$ cat src/rtl/multi_cycle_ctr.sv
// Multi-cycle CPU control FSM: decodes opcodes into datapath strobes
// across fetch/decode/execute/memory/writeback states and counts retirements.
module multi_cycle_ctr (
    input  logic        clk,
    input  logic        rstN,
    input  logic [5:0]  opcode,
    input  logic        memReady,
    output logic [1:0]  aluOp,
    output logic        aluSrcA,
    output logic [1:0]  aluSrcB,
    output logic        pcWrite,
    output logic        pcWriteCond,
    output logic        iorD,
    output logic        memRead,
    output logic        memWrite,
    output logic        irWrite,
    output logic        memToReg,
    output logic        regWrite,
    output logic        regDst,
    output logic [1:0]  pcSource,
    output logic [3:0]  state,
    output logic        illegalOp,
    output logic [31:0] retireCount
);
    localparam logic [3:0] FETCH   = 4'd0;
    localparam logic [3:0] DECODE  = 4'd1;
    localparam logic [3:0] MEMADR  = 4'd2;
    localparam logic [3:0] MEMRD   = 4'd3;
    localparam logic [3:0] MEMWB   = 4'd4;
    localparam logic [3:0] MEMWR   = 4'd5;
    localparam logic [3:0] EXEC    = 4'd6;
    localparam logic [3:0] RTYPEWB = 4'd7;
    localparam logic [3:0] BEQ     = 4'd8;
    localparam logic [3:0] ADDIEX  = 4'd9;
    localparam logic [3:0] ADDIWB  = 4'd10;
    localparam logic [3:0] JUMP    = 4'd11;

    localparam logic [5:0] OP_LW   = 6'b100011;
    localparam logic [5:0] OP_SW   = 6'b101011;
    localparam logic [5:0] OP_RTYP = 6'b000000;
    localparam logic [5:0] OP_BEQ  = 6'b000100;
    localparam logic [5:0] OP_ADDI = 6'b001000;
    localparam logic [5:0] OP_J    = 6'b000010;

    logic [3:0]  r_state;
    logic [31:0] r_retire_cnt;
    logic [3:0]  w_next;
    logic        w_retire;
    logic        w_illegal;
    logic [1:0]  w_aluOp, w_aluSrcB, w_pcSource;
    logic        w_aluSrcA, w_pcWrite, w_pcWriteCond, w_iorD, w_memRead;
    logic        w_memWrite, w_irWrite, w_memToReg, w_regWrite, w_regDst;

    always_comb begin
        w_next        = FETCH;
        w_retire      = 1'b0;
        w_illegal     = 1'b0;
        w_aluOp       = 2'b00;
        w_aluSrcA     = 1'b0;
        w_aluSrcB     = 2'b00;
        w_pcSource    = 2'b00;
        w_pcWrite     = 1'b0;
        w_pcWriteCond = 1'b0;
        w_iorD        = 1'b0;
        w_memRead     = 1'b0;
        w_memWrite    = 1'b0;
        w_irWrite     = 1'b0;
        w_memToReg    = 1'b0;
        w_regWrite    = 1'b0;
        w_regDst      = 1'b0;
        case (r_state)
            FETCH: begin
                w_memRead = 1'b1;
                w_aluSrcB = 2'b01;
                w_irWrite = memReady;
                w_pcWrite = memReady;
                w_next    = memReady ? DECODE : FETCH;
            end
            DECODE: begin
                w_aluSrcB = 2'b11;
                case (opcode)
                    OP_LW, OP_SW: w_next = MEMADR;
                    OP_RTYP:      w_next = EXEC;
                    OP_BEQ:       w_next = BEQ;
                    OP_ADDI:      w_next = ADDIEX;
                    OP_J:         w_next = JUMP;
                    default: begin
                        w_next    = FETCH;
                        w_illegal = 1'b1;
                    end
                endcase
            end
            MEMADR: begin
                w_aluSrcA = 1'b1;
                w_aluSrcB = 2'b10;
                w_next    = (opcode == OP_LW) ? MEMRD : MEMWR;
            end
            MEMRD: begin
                w_memRead = 1'b1;
                w_iorD    = 1'b1;
                w_next    = memReady ? MEMWB : MEMRD;
            end
            MEMWB: begin
                w_regWrite = 1'b1;
                w_memToReg = 1'b1;
                w_retire   = 1'b1;
            end
            MEMWR: begin
                w_memWrite = 1'b1;
                w_iorD     = 1'b1;
                w_retire   = memReady;
                w_next     = memReady ? FETCH : MEMWR;
            end
            EXEC: begin
                w_aluSrcA = 1'b1;
                w_aluOp   = 2'b10;
                w_next    = RTYPEWB;
            end
            RTYPEWB: begin
                w_regWrite = 1'b1;
                w_regDst   = 1'b1;
                w_retire   = 1'b1;
            end
            BEQ: begin
                w_aluSrcA     = 1'b1;
                w_aluOp       = 2'b01;
                w_pcWriteCond = 1'b1;
                w_pcSource    = 2'b01;
                w_retire      = 1'b1;
            end
            ADDIEX: begin
                w_aluSrcA = 1'b1;
                w_aluSrcB = 2'b10;
                w_next    = ADDIWB;
            end
            ADDIWB: begin
                w_regWrite = 1'b1;
                w_retire   = 1'b1;
            end
            JUMP: begin
                w_pcWrite  = 1'b1;
                w_pcSource = 2'b10;
                w_retire   = 1'b1;
            end
            default: w_next = FETCH;
        endcase
    end

    always_ff @(posedge clk or negedge rstN) begin
        if (!rstN) begin
            r_state      <= FETCH;
            r_retire_cnt <= 32'd0;
        end else begin
            r_state <= w_next;
            if (w_retire) r_retire_cnt <= r_retire_cnt + 32'd1;
        end
    end

    // Reset gates the decoded controls so FETCH's reads never reach memory while held in reset.
    assign aluOp       = rstN ? w_aluOp       : 2'b00;
    assign aluSrcA     = rstN ? w_aluSrcA     : 1'b0;
    assign aluSrcB     = rstN ? w_aluSrcB     : 2'b00;
    assign pcSource    = rstN ? w_pcSource    : 2'b00;
    assign pcWrite     = rstN ? w_pcWrite     : 1'b0;
    assign pcWriteCond = rstN ? w_pcWriteCond : 1'b0;
    assign iorD        = rstN ? w_iorD        : 1'b0;
    assign memRead     = rstN ? w_memRead     : 1'b0;
    assign memWrite    = rstN ? w_memWrite    : 1'b0;
    assign irWrite     = rstN ? w_irWrite     : 1'b0;
    assign memToReg    = rstN ? w_memToReg    : 1'b0;
    assign regWrite    = rstN ? w_regWrite    : 1'b0;
    assign regDst      = rstN ? w_regDst      : 1'b0;
    assign illegalOp   = rstN ? w_illegal     : 1'b0;
    assign state       = r_state;
    assign retireCount = r_retire_cnt;
endmodule
$ cat config.mk
export PLATFORM = sky130hd
export DESIGN_NAME = multi_cycle_ctr
export DESIGN_NICKNAME = d
export VERILOG_FILES = /design/src/rtl/multi_cycle_ctr.sv
export SDC_FILE = /design/constraint.sdc
export NUM_CORES = 1
export LEC_CHECK = 0
export ABC_CLOCK_PERIOD_IN_PS = 1650
export CAP_MARGIN = 5
export CORE_MARGIN = 4
export CORE_UTILIZATION = 43
export DETAILED_ROUTE_END_ITERATION = 16
export GPL_ROUTABILITY_DRIVEN = 0
export GPL_TIMING_DRIVEN = 0
export PLACE_DENSITY = 0.72
export SYNTH_ARGS = -nofsm -noshare
export SYNTH_HDL_FRONTEND = slang
export SYNTH_SLANG_ARGS = --single-unit
$ cat constraint.sdc
create_clock -name clk -period 1.65 [get_ports clk]
set_input_delay 0.33 -clock clk [delete_from_list [all_inputs] [get_ports clk]]
set_output_delay 0.33 -clock clk [all_outputs]
set_load 0.005 [all_outputs]
# Yosys cells after proc, flatten, opt, wreduce, memory -nomap -nowiden
# Cells that the tools add are included.
# word_totals
reg_bits	36
input_bits	9
out_inout_bits	53
# classes
addsub	1
n_eq_ne	16
mux	36
reduce_logical	10
# op_table
operator	n
32-bit by 1-bit adder with 32-bit output, second input constant	1
4-bit case mux with 7 select lines	1
1-bit two-way mux	23
4-bit case mux with 5 select lines	1
4-bit by 3-bit equality test with 1-bit output, second input constant	4
4-bit equality test, second input constant	4
6-bit equality test, second input constant	2
3-bit two-way mux	3
4-bit by 2-bit equality test with 1-bit output, second input constant	2
2-bit case mux with 2 select lines	2
2-bit OR reduction	4
6-bit by 2-bit equality test with 1-bit output, second input constant	1
6-bit by 3-bit equality test with 1-bit output, second input constant	1
6-bit by 4-bit equality test with 1-bit output, second input constant	1
6-bit logical NOT	1
2-bit two-way mux	3
2-bit case mux with 3 select lines	1
6-bit OR reduction	1
5-bit OR reduction	1
4-bit by 1-bit equality test with 1-bit output, second input constant	1
4-bit logical NOT	1
1-bit case mux with 2 select lines	2
4-bit OR reduction	1
3-bit OR reduction	1

# Longest topological paths before layout
# depth
word_depth	5
ltp_mapped	7
depth_no_buf	6

# Worst setup path after synthesis
# Ideal clock, no wire load.
# synth_timing
path_kind	reg-to-output
startpoint	register r_state[2], in the netlist state[2]
endpoint	output pcWrite
t_arrival_ns	1.349
required_time_ns	1.320
slack_ns	-0.029
path_stages_with_launch	5
path_buffers	1
path_cell_list	dfrtp_1 -> buf_1 -> nor4b_1 -> and3b_1 -> or2_2
# synth_via
elab_chain_len	3
# synth_lines
item	line	rtl
start, declared	45	logic [3:0] r_state;
start signal, assigned	154	r_state <= w_next;
4-bit equality test / 4-bit logical NOT (equally long branches)	71	case (r_state)
1-bit case mux with 2 select lines (*)	71	
1-bit two-way mux (*)	164	assign pcWrite = rstN ? w_pcWrite : 1'b0;
end, declared	11	output logic pcWrite,
# Mark *: on every way between the ends. The rest lies on a longest branch, timed or not.

# Worst setup path after layout
# layout_timing
startpoint	register r_state[3], in the netlist state[3]
endpoint	register r_retire_cnt[23], in the netlist retireCount[23]
# layout_via
elab_chain_len	3
# layout_lines
item	line	rtl
4-bit by 3-bit equality test with 1-bit output / 4-bit equality test (equally long branches)	71	
5-bit OR reduction (no line)	n/a	
1-bit case mux with 2 select lines (*)	71	
end signal, assigned	155	if (w_retire) r_retire_cnt <= r_retire_cnt + 32'd1;
end, declared	46	logic [31:0] r_retire_cnt;
# Marks and branches as above.
# A chain may end at the register's enable or synchronous reset.

==> metrics.yaml <==
floorplanning:
  coreArea_sq_um: 4790
  start_util: 0.447
  pin_count: 62
  die_y_um: 78.5
  dieArea_sq_um: 6170
  fp.dieW_um: 78.5
  rows: 25
drt:
  drt-initial-drc-count: 127
  ant_nets: 0
  via_per_inst: 5.33
  dr.pass1.iters: 4
  wl_per_cell_um: 16.0
  vias: 2115
  drt_wl_total_um: 6360
  post-route-drc-count: 0
cells_and_area:
  layout-drive-gt1-share: 0.448
  n_antenna_cell: 0
  seq_area_sq_um: 913
  syn_to_final_growth_pct: 68.5
  final_nets: 339
  multi_input_comb_area_sq_um: 1480
  n_fill_cell: 313
synth:
  synth.top_cell.area_share: 0.421
  ys_types: 50
  synth_top_cell_by_area: "dfrtp_1"
  synth_flop_cell: "dfrtp_1"
  yosysWarningCount: 0
  synth_area_sq_um: 2140
  postSynth.asyncResetShare: 1.00
  synth_cells: 223
  syn_nets: 233
  synth_seq_area_share: 0.421
  synth_edf_count: 0
  synth_seq_cells: 36
  synth_area_leaders: "dfrtp_1 (42%), xnor2_1 (7.4%), xor2_1 (6.5%), nand2_1 (4.2%), nor2_1 (4.0%)"
  syn_avg_cell_area_sq_um: 9.59
worst_setup_path:
  startpoint_type: "flip-flop"
  reg2regPathDepth: 10
  end_kind: "flip-flop"
  crit_fanout: 6
  crit_chain: "buf_6, and2b_2, buf_4, buf_4, a21o_4, buf_6, nand4_4, buf_12, nor3_4, xor2_1"
  cp-startpoint: "state[3]"
  max_stage_delay_ns: 0.45
  cp.required_ns: 1.85
  critical_path_class: "reg2reg"
  critPathSlowestCell: "dfrtp_2"
  worstPathArrival_ns: 2.22
  rr_startpoint: "state[3]"
global_route:
  gr-usage-met1: 0.264
  top_usage_layer: "met2"
  grtUsageMet2: 0.314
  grt_pass1_vias: 2018
  grt_max_degree: 43
  grtUsageTotal: 0.198
  use_met3: 0.0470
  grt_pass1_wl_um: 9820
  antenna_found_initial: 0
  grt.overflow.total: 0
clocking:
  clock_sinks: 36
  cts_tree: "yes"
  clkSlewWorstSetupHoldPaths_ns: 0.07
  clock_latency_ns: 0.29
  cts-root-buf: "clkbuf_8"
  cts-htree-levels: 2
  clock_path_buffers: 2
  numCtsBuffers: 5
timing:
  worst_pin_slew_ns: 0.526
  timing.final.ws_setup_ns: -0.367
  finalClockSkew_ns: 0.00250
  final_hold_viol_count: 0
  period_minus_slack_ns: 2.02
  tns_ns: -8.95
  rsz0062_at_grt: "yes"
  finalCritPeriodShare: 1.22
  setup_viol_count_final: 49
  max_freq_ghz: 0.496
  relSlewSlack: 0.646
  drv_slew: 0
power:
  ir_drop_v: 0.000591
  p_per_area_nw_per_um2: 743
  leakagePower_nw: 1.70
  p_total_mw: 2.68
outcome:
  status: "finished with violations"
  violations: "negative setup slack"
worst_hold_path:
  hold_class: "in2async"
placement:
  portBuffers: 60
  place_hpwl_um: 3620
run:
  drv_cap: 0
==> critical path, delay by kind of cell (launching register included) <==
family | cells | cell delay, ns
buffers and inverters | 5 | 0.68
flip-flops | 1 | 0.45
AND/OR/NAND/NOR | 3 | 0.45
XOR/XNOR | 1 | 0.19
AO/OA/AOI/OAI | 1 | 0.15
==> through the flow <==
step           area, sq um  std cells  setup WS, ns  hold WS, ns   util
2_1_floorplan         2150        223        0.0262       0.0344      -
3_3_place_gp          2830        350         -2.10        0.462  0.591
4_1_cts               3360        391        -0.274       0.0226  0.702
3_5_place_dp          2850        351        -0.736        0.145  0.595
5_1_grt               3610        397        -0.406       0.0384  0.753
6_report              3610        397        -0.367       0.0228  0.753
==> routing by layer <==
layer	vias up	share of wire
met2	69	0.51
met3	10	0.048
met1	1045	0.42
met5	-	0
met4	0	0.015
li1	991	-
==> worst paths after layout <==
path | end | slack, ns
max | retireCount[23] | -0.37
min | retireCount[29] | 0.02
max reg2reg | retireCount[23] | -0.37
min reg2reg | retireCount[27] | 0.48
max in group asynchronous | retireCount[30] | 1.11
min in group clk | state[0] | 0.43
==> where the power goes <==
part | internal, mW | switching (mW)
logic | 0.493 | 0.381
registers | 0.946 | 0.0955
clock network | 0.448 | 0.314
total | 1.89 | 0.791
==> layout make-up <==
cell class,instances,share of cell area
Buffer,6,0.0194
Clock buffer,6,0.0201
Clock inverter,2,0.00972
Inverter,4,0.00416
Multi-Input combinational cell,174,0.410
Sequential cell,36,0.253
Tap cell,67,0.0232
Timing Repair Buffer,102,0.260
==> synthesized netlist by cell type, types with 2 or more instances <==
library cell   n
inv_1          4
dfrtp_1       36
nor4_1         4
nor2_1        23
nand2b_1       3
buf_6          2
o221ai_1       2
nand3_2        2
and2_1         3
o21ai_0        5
nand3_1       13
nor3b_1        2
nand4_1        6
nor3_2         3
nand2_1       24
xnor2_1       18
nor2b_1        6
xor2_1        16
clkbuf_1       4
nor3_1        12
and2b_2        2
and4_1         4
a22oi_1        2
==> registers in the layout, indices dropped and copies added (netlist names) <==
register	flops
retireCount	32
state	4
==> repair_timing <==
item	in CTS	in global routing
setup endpoints to repair	31	57
pin swaps	20	14
resized for setup	137	60
endpoints found under the hold margin	2	0
cloned	0	0
hold buffers	1	0
buffers inserted	33	7
==> cell usage in the layout, fill, tap and decap left out, types with 8 or more instances in the layout <==
master / instances
buf_2: 14
buf_4: 21
buf_6: 24
clkdlybuf4s50_1: 34
dfrtp_1: 26
dfrtp_2: 10
nand2_1: 17
nand3_1: 8
nor2_1: 12
xnor2_1: 17
xor2_1: 16
==> kinds of logic (layout without fill, tap and decap cells) <==
family                   count (synthesis)  in the layout  share of synthesized area
AO/OA/AOI/OAI                           18             18                     0.0678
XOR/XNOR                                34             34                      0.139
flip-flops                              36             36                      0.421
buffers and inverters                   13            120                     0.0322
AND/OR/NAND/NOR                        119            119                      0.324
adder cells (fa/ha/maj)                  1              1                    0.00585
multiplexers                             2              2                    0.00994
Note: power is estimated with default switching activity, not from simulation.
